$ cat src/rtl/vote_tally_bcd.sv
// vote_tally_bcd
//   Synchronous ballot tally. Keeps one DIGITS-digit packed-BCD counter per
//   candidate (the last index is the null/blank tally) plus a DIGITS+1 digit
//   BCD grand total. Counters saturate at all-nines instead of wrapping. When
//   the election is finished a one-index-per-cycle scan finds the leader among
//   the real candidates and flags a shared maximum.
//
// Ports
//   clock       system clock, all state changes on the rising edge
//   reset       asynchronous active-low reset, clears all state
//   clear       synchronous clear, same effect as reset, beats every other input
//   vote_valid  a vote is offered this cycle
//   vote_cand   candidate index of the offered vote (out of range -> null tally)
//   vote_ready  vote can be accepted this cycle (COUNT state and no clear)
//   finish      end-of-election request, honoured in COUNT only
//   rd_sel      readout select; NUM_CAND selects the total, larger values read 0
//   rd_count    registered readout, packed BCD, one cycle after rd_sel
//   sat         sticky per-tally saturation flags
//   state_o     FSM state: 0=COUNT, 1=SCAN, 2=DONE
//   done        high in DONE
//   leader      winning tally index, valid while done=1
//   tie         maximum shared by more than one candidate, valid while done=1
module vote_tally_bcd #(
   parameter int NUM_CAND = 5,
   parameter int DIGITS   = 6
) (
   input  logic                            clock,
   input  logic                            reset,
   input  logic                            clear,
   input  logic                            vote_valid,
   input  logic [$clog2(NUM_CAND)-1:0]     vote_cand,
   output logic                            vote_ready,
   input  logic                            finish,
   input  logic [$clog2(NUM_CAND+1)-1:0]   rd_sel,
   output logic [4*(DIGITS+1)-1:0]         rd_count,
   output logic [NUM_CAND-1:0]             sat,
   output logic [1:0]                      state_o,
   output logic                            done,
   output logic [$clog2(NUM_CAND)-1:0]     leader,
   output logic                            tie
);

   localparam int CW   = $clog2(NUM_CAND);
   localparam int TW   = 4 * DIGITS;
   localparam int SUMW = 4 * (DIGITS + 1);

   localparam logic [1:0] COUNT = 2'd0;
   localparam logic [1:0] SCAN  = 2'd1;
   localparam logic [1:0] DONE  = 2'd2;

   localparam logic [CW-1:0] NULL_IDX  = CW'(NUM_CAND - 1);
   localparam logic [CW-1:0] LAST_SCAN = CW'(NUM_CAND - 2);

   // True when every digit of a tally is 9.
   function automatic logic tally_full(input logic [TW-1:0] v);
      logic f;
      f = 1'b1;
      for (int i = 0; i < DIGITS; i++) begin
         if (v[4*i +: 4] != 4'd9) f = 1'b0;
      end
      return f;
   endfunction

   // Digit-wise BCD increment; a carry out of the top digit means the value
   // was all nines, in which case the input is returned unchanged.
   function automatic logic [TW-1:0] tally_inc(input logic [TW-1:0] v);
      logic [TW-1:0] r;
      logic          carry;
      r     = v;
      carry = 1'b1;
      for (int i = 0; i < DIGITS; i++) begin
         if (carry) begin
            if (v[4*i +: 4] == 4'd9) begin
               r[4*i +: 4] = 4'd0;
            end else begin
               r[4*i +: 4] = v[4*i +: 4] + 4'd1;
               carry       = 1'b0;
            end
         end
      end
      if (carry) r = v;
      return r;
   endfunction

   // Same saturating increment for the wider grand total.
   function automatic logic [SUMW-1:0] total_inc(input logic [SUMW-1:0] v);
      logic [SUMW-1:0] r;
      logic            carry;
      r     = v;
      carry = 1'b1;
      for (int i = 0; i < DIGITS + 1; i++) begin
         if (carry) begin
            if (v[4*i +: 4] == 4'd9) begin
               r[4*i +: 4] = 4'd0;
            end else begin
               r[4*i +: 4] = v[4*i +: 4] + 4'd1;
               carry       = 1'b0;
            end
         end
      end
      if (carry) r = v;
      return r;
   endfunction

   logic [1:0]      state;
   logic [TW-1:0]   tally [NUM_CAND];
   logic [SUMW-1:0] total;
   logic [TW-1:0]   max_val;
   logic [CW-1:0]   scan_idx;
   logic [CW-1:0]   vidx;
   logic            accept;

   // Out-of-range candidate indices are counted as null votes.
   always_comb begin
      vidx = vote_cand;
      if (int'(vote_cand) >= NUM_CAND) vidx = NULL_IDX;
   end

   assign vote_ready = (state == COUNT) && !clear;
   assign accept     = vote_valid && vote_ready;
   assign state_o    = state;
   assign done       = (state == DONE);

   always_ff @(posedge clock or negedge reset) begin
      if (!reset) begin
         state    <= COUNT;
         tally    <= '{default: '0};
         total    <= '0;
         sat      <= '0;
         max_val  <= '0;
         scan_idx <= '0;
         leader   <= '0;
         tie      <= 1'b0;
      end else if (clear) begin
         state    <= COUNT;
         tally    <= '{default: '0};
         total    <= '0;
         sat      <= '0;
         max_val  <= '0;
         scan_idx <= '0;
         leader   <= '0;
         tie      <= 1'b0;
      end else begin
         // A vote accepted alongside finish is counted before the scan reads
         // any tally, since the scan starts on the following cycle.
         if (accept) begin
            if (tally_full(tally[vidx])) begin
               sat[vidx] <= 1'b1;
            end else begin
               tally[vidx] <= tally_inc(tally[vidx]);
            end
            total <= total_inc(total);
         end

         case (state)
            COUNT: begin
               if (finish) begin
                  state    <= SCAN;
                  scan_idx <= '0;
               end
            end
            SCAN: begin
               // Packed BCD compares correctly as unsigned binary because no
               // digit ever exceeds 9. The null tally is never visited.
               if (scan_idx == '0) begin
                  max_val <= tally[0];
                  leader  <= '0;
                  tie     <= 1'b0;
               end else if (tally[scan_idx] > max_val) begin
                  max_val <= tally[scan_idx];
                  leader  <= scan_idx;
                  tie     <= 1'b0;
               end else if (tally[scan_idx] == max_val) begin
                  tie <= 1'b1;
               end
               if (scan_idx == LAST_SCAN) begin
                  state <= DONE;
               end else begin
                  scan_idx <= scan_idx + 1'b1;
               end
            end
            DONE: begin
               state <= DONE;
            end
            default: begin
               state <= COUNT;
            end
         endcase
      end
   end

   // Readout samples the tallies as they stood before this edge.
   always_ff @(posedge clock or negedge reset) begin
      if (!reset) begin
         rd_count <= '0;
      end else if (clear) begin
         rd_count <= '0;
      end else if (int'(rd_sel) < NUM_CAND) begin
         rd_count <= {4'h0, tally[rd_sel[CW-1:0]]};
      end else if (int'(rd_sel) == NUM_CAND) begin
         rd_count <= total;
      end else begin
         rd_count <= '0;
      end
   end

endmodule

$ cat config.mk
export PLATFORM = sky130hd
export DESIGN_NAME = vote_tally_bcd
export DESIGN_NICKNAME = d
export VERILOG_FILES = /design/src/rtl/vote_tally_bcd.sv
export SDC_FILE = /design/constraint.sdc
export NUM_CORES = 1
export LEC_CHECK = 0
export ABC_AREA = 1
export CORE_UTILIZATION = 30
export CTS_BUF_LIST = sky130_fd_sc_hd__clkbuf_2 sky130_fd_sc_hd__clkbuf_4 sky130_fd_sc_hd__clkbuf_8
export DETAILED_ROUTE_END_ITERATION = 8
export DONT_BUFFER_PORTS = 1
export PLACE_DENSITY = 0.44
export SYNTH_ARGS = -nofsm -noshare
export SYNTH_HDL_FRONTEND = slang
export SYNTH_SLANG_ARGS = --single-unit
$ cat constraint.sdc
create_clock -name clock -period 5.3 [get_ports clock]
set_input_delay 0.795 -clock clock [delete_from_list [all_inputs] [get_ports clock]]
set_output_delay 0.795 -clock clock [all_outputs]
set_load 0.02 [all_outputs]
== After elaboration in Yosys (flattened, before gate mapping) ==
Index checks and enable logic that the tools add are counted.

* Output and inout port bits: 41
* Word-level logic and storage cells: 247
* Input port bits: 11
* Flip-flop bits (word level): 214

* $add $sub $neg: 14
* Reduce and logical (&&, ||, !) cells: 32
* Equality and inequality tests: 29
* Multiplexer cells: 140
* Magnitude comparators: 9
* Bitwise logic cells: 4

{| class="wikitable"
|+ Operators by type and width
! cell !! count
|-
| 120-bit 2-to-1 mux || 3
|-
| 24-bit 2-to-1 mux || 15
|-
| 24-bit binary-select mux with 3-bit select || 3
|-
| 28-bit 2-to-1 mux || 6
|-
| 120-bit bitwise mux || 1
|-
| 4-bit 2-to-1 mux || 24
|-
| 24-bit demux with 3-bit select || 1
|-
| 1-bit 2-to-1 mux || 70
|-
| 4-bit by 1-bit adder with 4-bit output (second input constant) || 13
|-
| 4-bit equality test (second input constant) || 13
|-
| 24-bit equality test || 1
|-
| 24-bit greater-than comparator || 1
|-
| 3-bit 2-to-1 mux || 8
|-
| 4-bit inequality test (second input constant) || 6
|-
| 3-bit AND reduction || 7
|-
| 2-bit nonzero test || 9
|-
| 5-bit 2-to-1 mux || 3
|-
| 4-bit >= comparator (second input constant) || 3
|-
| 3-bit inverter with 4-bit output || 3
|-
| 2-bit AND reduction || 6
|-
| 3-bit inequality test (second input constant) || 3
|-
| 2-bit 2-to-1 mux || 3
|-
| 2-bit case mux with 3 select lines || 1
|-
| 3-bit case mux with 2 select lines || 1
|-
| 19 further kinds || 24
|}

== Longest topological paths before layout ==
* Word-level depth: 46
* Gate-level depth with buffers: 22
* Gate-level depth less buffers: 19

== Least setup slack after synthesis ==
Ideal clock, no wire load.

* Kind: register to register
* Start point: register scan_idx[1]
* End point: register max_val[10]
* Required time: 5.234 ns
* Path slack: 2.086 ns
* Path buffers: 4
* Clock period less this slack: 3.214 ns
* Data arrival time: 3.148 ns
* Stages on the path, launching flop included: 21
* Library setup time: 0.066 ns
* Path through: dfrtp_1 -> clkbuf_1 -> clkinv_1 -> clkbuf_1 -> a21oi_1 -> o21ai_0 -> nand3_1 -> o21ai_0 -> ha_1 -> inv_1 -> nor4_1 -> inv_1 -> nor2_1 -> o21ai_0 -> nand2_1 -> nand2_1 -> nand2_1 -> clkbuf_1 -> clkbuf_1 -> nand3b_1 -> nand2_1

* Longest elaborated chain between the ends: 8
* Elaborated cells between the ends (all ways): 12
* Those cells by class: 1 x order compare; 7 x mux; 1 x bitwise; 3 x reduce/logical

{| class="wikitable"
|+ RTL lines
! item !! RTL line !! source
|-
| from (decl) || 109 || <nowiki>logic [CW-1:0] scan_idx;</nowiki>
|-
| from (signal assigned) || 179 || <nowiki>scan_idx <= scan_idx + 1'b1;</nowiki>
|-
| branches (longest 8 deep; another with 24-bit greater-than comparator) || -- ||
|-
| to (signal assigned) || 166 || <nowiki>max_val <= tally[0];</nowiki>
|-
| to (signal assigned) || 170 || <nowiki>max_val <= tally[scan_idx];</nowiki>
|-
| to (decl) || 108 || <nowiki>logic [TW-1:0] max_val;</nowiki>
|}

Several ways; the timed one is not identified. The select of a mux whose other input is x is not followed.
A chain may end at the register's enable or synchronous reset.

== Worst setup path after layout ==
* Start point: register scan_idx[2]
* End point: register max_val[12]

The elaborated chain is that of the path after synthesis.

==> impl_metrics.tcl <==
set metrics [dict create \
    dr.pass1.iters 5 \
    postCtsSetupBuffers 0 \
    cts_root_buf "clkbuf_8" \
    cp-end-kind "flip-flop" \
    cts.sinks 214 \
    period_minus_slack_ps 3728 \
    cp-start-kind "flip-flop" \
    violations "hold timing" \
    fin_nets 1975 \
    overflow 0 \
    die_area_mm2 0.04680 \
    antenna_found_initial 0 \
    clock_latency_ps 630 \
    slew_viol_final 0 \
    initial_core_util_pct 30.37 \
    grtUsageMet1_pct 33.37 \
    layout_common_cells "nand2_1 (561), dfrtp_1 (213), nand3_1 (209), inv_1 (186), o21ai_0 (157)" \
    fin_tns_setup_ps 0 \
    p_int_uw 3419 \
    pwr-share-clk_pct 38.2 \
    synth.distinct_cells 44 \
    maxCapViolations 0 \
    worst-setup-path-type "reg -> reg" \
    cts_buffer_depth 3 \
    setup_viol 0 \
    vias 13400 \
    power.switching_uw 1960 \
    cts_buffers 44 \
    seqPwrFrac_pct 35.5 \
    place.gp.congestion 0.8471 \
    final_common_cell "nand2_1" \
    cts_tree "done" \
    avgSynthCellArea_um2 7.089 \
    fmax_mhz 268.2 \
    grt_max_degree 215 \
    grt_use_met2_pct 33.99 \
    ctsResizeCount 0 \
    syn_inst 1944 \
    yosysSeqAreaShare_pct 38.86 \
    syn_area_mm2 0.01378 \
    hold_class "in -> async" \
    numPortBuffers 0 \
    antennaDiodeCount 0 \
    routed_wl_um 53650 \
    globalRoute.busiestLayer "met2" \
    fin_skew_ps 22.77 \
    grt_pass1_wl_um 81980 \
    synth_nets 2012 \
    rows 78 \
    drive_above_1_share_pct 8.239 \
    critPathMaxFanout 17 \
    hpwl_um 35830 \
    switching_share_pct 36.43 \
    synth_seq_cells 214 \
    die_h_um 216.3 \
    grt_setup_unrepaired "no" \
    ys.flop_type "dfrtp_1" \
    async_flop_share_pct 100.0 \
    grt_usage_pct 23.09 \
    ir_worst_vdd_mv 0.2315 \
    use_met3_pct 5.053 \
    synth_edf_count 0 \
    route.detailed.drc 0 \
    ant_nets 0 \
    worstPathArrival_ps 4230 \
    layout.cells.non_filler 2542 \
    post_drt_wl_per_cell_um 21.10 \
    io_pins 52 \
    drtIter0Drc 1200 \
    dp_cells 2461 \
    synth_warnings 0 \
    power_uw 5379 \
    avgViaCountPerCell 5.271 \
    power.density_mw_per_mm2 349.9 \
    reg2regPathDepth 16 \
    die_w_um 216.3 \
    grt_pass1_vias 12640 \
    area_delta_synth_final_pct 11.54 \
    worst_ep_required_time_ps 5810 \
    clkTransAtPathRegs_ps 60 \
    status "finished, violations left" \
    worstMarginPinSlew_ps 1105 \
    htreeDepth 2 \
    finalHoldViolations 214 \
    core-area_mm2 0.04538 \
    p_comb_share_pct 26.3 \
    p_leak_uw 0.007432 \
    min_period_over_period_pct 70.34 \
    holdWs_ps -120.9 \
    slew_headroom_pct 25.93 \
]
cell families (layout without fill, tap and decap cells):
| family | after synthesis | count (layout) | synth area share (%) |
|---|---|---|---|
| flip-flops | 214 | 214 | 38.86 |
| adder cells (fa/ha/maj) | 57 | 57 | 5.175 |
| AO/OA/AOI/OAI | 393 | 393 | 15.63 |
| XOR/XNOR | 7 | 7 | 0.4449 |
| multiplexers | 2 | 2 | 0.1453 |
| buffers and inverters | 321 | 319 | 9.306 |
| AND/OR/NAND/NOR | 950 | 950 | 30.44 |
worst paths after layout:
check	from	slack, ps	to
max	scan_idx[2]$_DFFE_PN0P_	1570	max_val[12]$_DFFE_PN0P_
min	reset	-120	state_o[0]$_DFFE_PN0P_
max reg2reg	scan_idx[2]$_DFFE_PN0P_	1570	max_val[12]$_DFFE_PN0P_
min reg2reg	max_val[11]$_DFFE_PN0P_	470	max_val[11]$_DFFE_PN0P_
max in group asynchronous	reset	5110	tally[116]$_DFFE_PN0P_
min in group clock	clear	260	rd_count[12]$_DFF_PN0_
power by group through the flow:
stage | clock (µW) | combinational, µW | sequential [µW]
after global placement | 0 | 1400 | 1940
after global routing | 2180 | 1590 | 1930
after CTS | 2120 | 1410 | 1910
after detailed placement | 0 | 1410 | 1930
after floorplan | 0 | 1010 | 1900
final | 2060 | 1410 | 1910
layer usage:
layer | up-vias | wire [µm]
met5 | - | 0
met4 | 0 | 1289
met3 | 81 | 4076
met2 | 539 | 22740
met1 | 6388 | 25540
li1 | 6390 | -
area by class of cell:
| type | count | area [µm²] |
|---|---|---|
| fill | 4904 | 30010 |
| sequential | 214 | 5356 |
| clock buffer | 70 | 900.9 |
| clock inverter | 11 | 135.1 |
| multi-input combinational | 1409 | 7153 |
| timing repair buffer | 33 | 297.8 |
| inverter | 205 | 777.0 |
| tap | 600 | 750.7 |
stage by stage:
step	setup WS [ps]	instance area [µm²]	utilization, %
final	1572	15370	33.87
after global routing	1217	15370	33.87
after CTS	1550	15370	33.87
after detailed placement	1006	14340	31.59
after global placement	986.2	14340	31.59
after floorplan	2086	13780	-
sequential cells by signal (all words and copies together), names as in the netlist, 2 cells and up:
name and count:
sat 5, tally 120, scan_idx 3, max_val 24
total 28, state_o 2, leader 3, rd_count 28
cells in the mapped netlist (2+ instances only):
cell,instances,area share [%]
nand2_1,561,15
dfrtp_1,214,39
nand3_1,209,7.6
inv_1,187,5.1
o21ai_0,157,5.7
a21oi_1,144,5.2
clkbuf_1,71,1.9
nor2_1,69,1.9
ha_1,57,5.2
nand4_1,40,1.8
buf_2,31,1.1
o211ai_1,30,1.6
nand3b_1,29,1.6
o22ai_1,22,1.0
a31oi_1,16,0.73
inv_2,13,0.35
nor3_1,13,0.47
nand3_2,10,0.73
a22oi_1,7,0.38
buf_1,7,0.19
nor2_2,6,0.27
xor2_1,6,0.38
buf_4,5,0.27
clkinv_1,4,0.11
o21a_1,4,0.22
o221ai_1,4,0.25
nand2_2,3,0.14
o31ai_1,3,0.16
buf_6,2,0.16
mux2i_1,2,0.15
nor2_4,2,0.16
nor3b_1,2,0.11
o21ai_1,2,0.073
or2_2,2,0.091
critical path: stages, from the launching register on:
cell and delay (ps):
dfrtp_1 370, clkinv_1 600, nand3_1 280, o21ai_0 150, ha_1 340, nand4_1 140, nor4_1 480, inv_1 100
nor2_1 140, o21ai_0 100, nand2_1 90, nand2_1 50, nand2_1 70, nand2_1 260, buf_4 320, nand2_1 70
nand2_1 50
Note: power is estimated with default switching activity, not from simulation.
==> patch (same flow settings) <==
Register the output `rd_count` once more, cleared by the reset; this adds one clock of latency there. The other outputs are not delayed to match. Comments in the files are not updated.
--- a/src/rtl/vote_tally_bcd.sv
+++ b/src/rtl/vote_tally_bcd.sv
@@ -51,6 +51,8 @@
    localparam logic [CW-1:0] NULL_IDX  = CW'(NUM_CAND - 1);
    localparam logic [CW-1:0] LAST_SCAN = CW'(NUM_CAND - 2);
 
+   logic [4*(DIGITS+1)-1:0] rd_count_s0;
+
    // True when every digit of a tally is 9.
    function automatic logic tally_full(input logic [TW-1:0] v);
       logic f;
@@ -192,15 +194,23 @@
    // Readout samples the tallies as they stood before this edge.
    always_ff @(posedge clock or negedge reset) begin
       if (!reset) begin
+         rd_count_s0 <= '0;
+      end else if (clear) begin
+         rd_count_s0 <= '0;
+      end else if (int'(rd_sel) < NUM_CAND) begin
+         rd_count_s0 <= {4'h0, tally[rd_sel[CW-1:0]]};
+      end else if (int'(rd_sel) == NUM_CAND) begin
+         rd_count_s0 <= total;
+      end else begin
+         rd_count_s0 <= '0;
+      end
+   end
+
+   always_ff @(posedge clock or negedge reset) begin
+      if (!reset) begin
          rd_count <= '0;
-      end else if (clear) begin
-         rd_count <= '0;
-      end else if (int'(rd_sel) < NUM_CAND) begin
-         rd_count <= {4'h0, tally[rd_sel[CW-1:0]]};
-      end else if (int'(rd_sel) == NUM_CAND) begin
-         rd_count <= total;
       end else begin
-         rd_count <= '0;
+         rd_count <= rd_count_s0;
       end
    end
 
Behaviour: not the same (Yosys sat finds a counterexample within 4 cycles, from zero or initial values and one cycle with reset low).
==> patch against the unedited design <==
The flow finishes with violations (design-rule violations, negative hold slack); non-clock buffer count is 5 higher; die area rose by 4.0%; first-iteration DRC count grew 15%; wire length increased by 4.6%; area after synthesis is 4.0% higher; clock skew decreased by 0.0033 ns; worst setup slack worse by 0.61 ns; count of clock-buffer cells in the layout shrank 4; total power up 11%; sequential cell count increased by 28; design area increased by 3.6%; largest cell class unchanged; largest power group is now sequential cells; critical endpoint is now max_val[20]$_DFFE_PN0P_; combinational power increased by 21%; critical path type unchanged; highest routed layer unchanged.
==> patch: results (changes against the unedited design) <==
** GRT
- Global-route wire length before repair :: 84570 um (was 81980 um)
- Global routing usage on met2 :: 35.09% (was 33.99%)
- Number of global-route vias before repair :: 13020 (was 12640)
- Met3 track demand over resource :: 4.454% (was 5.053%)
- Largest net degree at the start of global routing :: 243 (was 215)
- Global router's overall resource usage :: 23.40% (was 23.09%)
- Global routing met1 resource utilization :: 33.38% (was 33.37%)

** Drt
- The total via count after detailed routing was 13720 (was 13400).
- The initial detailed-routing violation count was 1375 (was 1200).
- Total DRC errors in the routed layout :: 4 (was 0)
- The total iterations of the first detailed-routing run is 7 (was 5).

** Worst setup path
- The setup slack on the worst flop-to-flop path was 0.96 ns (was 1.57 ns).
- The start point of the critical path is scan_idx[0]$_DFFE_PN0P_ (was scan_idx[2]$_DFFE_PN0P_).
- The maximum fanout along the worst path came to 47 (was 17).
- The critical path arrival came to 4.84 ns (was 4.23 ns).
- R2R cell count :: 9 (was 16)
- The delay contributed by the slowest stage of the critical path came to 0.68 ns (was 0.60 ns).

** Run status
- Failing checks: design-rule violations, negative hold slack (was negative hold slack).
- Run status :: finished with violations (unchanged)

** Placement
- The sum of net half-perimeters after detailed placement is 37890 um (was 35830 um).
- The instance area after placement is 0.01491 sq mm (was 0.01434 sq mm).
- The placement-stage worst setup slack is 0.9486 ns (was 1.006 ns).
- The final RePlAce weighted congestion came to 0.9110 (was 0.8471).

** STA
- The final hold slack came to -0.1552 ns (was -0.1209 ns).
- Final Hold Violating Endpoints :: 242 (was 214)
- Fmax achieved :: 230.5 MHz (was 268.2 MHz)

** Yosys
- Synthesized netlist net count :: 2011 (was 2012)
- The post-synthesis share of cell area spent on full adders, half adders and majority gates is 4.889% (was 5.175%).
- Xor and xnor area share after synthesis :: 0.7334% (was 0.4449%)
- Dominant cells by area after synthesis: sky130_fd_sc_hd__dfrtp_1, sky130_fd_sc_hd__nand2_1, sky130_fd_sc_hd__nand3_1 (unchanged).
- Multiplexer fraction of the synthesized cell area :: 0.1397% (was 0.1453%)
- Compound-cell area share of the yosys netlist :: 15.20% (was 15.63%)

** Power and ir drop
- Lkg Pwr :: 7.655 nW (was 7.432 nW)

** Clocking
- Latest clock arrival within the worst-skew pair :: 0.65 ns (was 0.63 ns)
- The number of buffers created by CTS was 46 (was 44).

** Finish
- Fraction of final layout cells with drive strength greater than 1 :: 7.779% (was 8.239%)
## patch: cell count changes after synthesis, moves of 26 or more
| cell | before | now |
|---|---|---|
| sky130_fd_sc_hd__a21oi_1 | 144 | 61 |
| sky130_fd_sc_hd__nor2_1 | 69 | 116 |
| sky130_fd_sc_hd__o21ai_0 | 157 | 188 |
| sky130_fd_sc_hd__dfrtp_1 | 214 | 242 |
| sky130_fd_sc_hd__inv_1 | 187 | 160 |
| sky130_fd_sc_hd__nand3_1 | 209 | 235 |
## patch: metal layers
layer,wire [um],vias up
li1,-,6445
met1,25810,6632
met2,24290,558
met3,4494,89
met4,1498,0
met5,0,-
## patch: power breakdown
| group | switching [W] | internal (W) | total (W) |
|---|---|---|---|
| logic | 0.00114 | 0.000556 | 0.00170 |
| clock network | 0.000905 | 0.00117 | 0.00207 |
| registers | 0.000173 | 0.00201 | 0.00219 |
## patch: per-stage QoR
stage / instances / hold WS [ns] / total power (W)
floorplan: 1944 / 0.3312 / 0.003384
global placement: 2477 / 0.3322 / 0.003892
detailed placement: 2477 / 0.3347 / 0.003906
CTS: 2561 / -0.2024 / 0.006019
global route: 2561 / -0.1889 / 0.006348
finish: 2561 / -0.1552 / 0.005955
## patch: what timing repair did
| action | in CTS | in global routing |
|---|---|---|
| endpoints found under the hold margin | 242 | 242 |
| gates resized for setup | 0 | 0 |
| setup endpoints to repair | 0 | 0 |
## patch: final cells by class
| class | instances | area, sq um |
|---|---|---|
| clock buffer | 66 | 833.3 |
| tap | 607 | 759.5 |
| sequential | 242 | 6057 |
| timing repair buffer | 38 | 285.3 |
| fill | 4982 | 30930 |
| multi-input combinational | 1419 | 7161 |
| inverter | 171 | 644.4 |
| clock inverter | 18 | 183.9 |
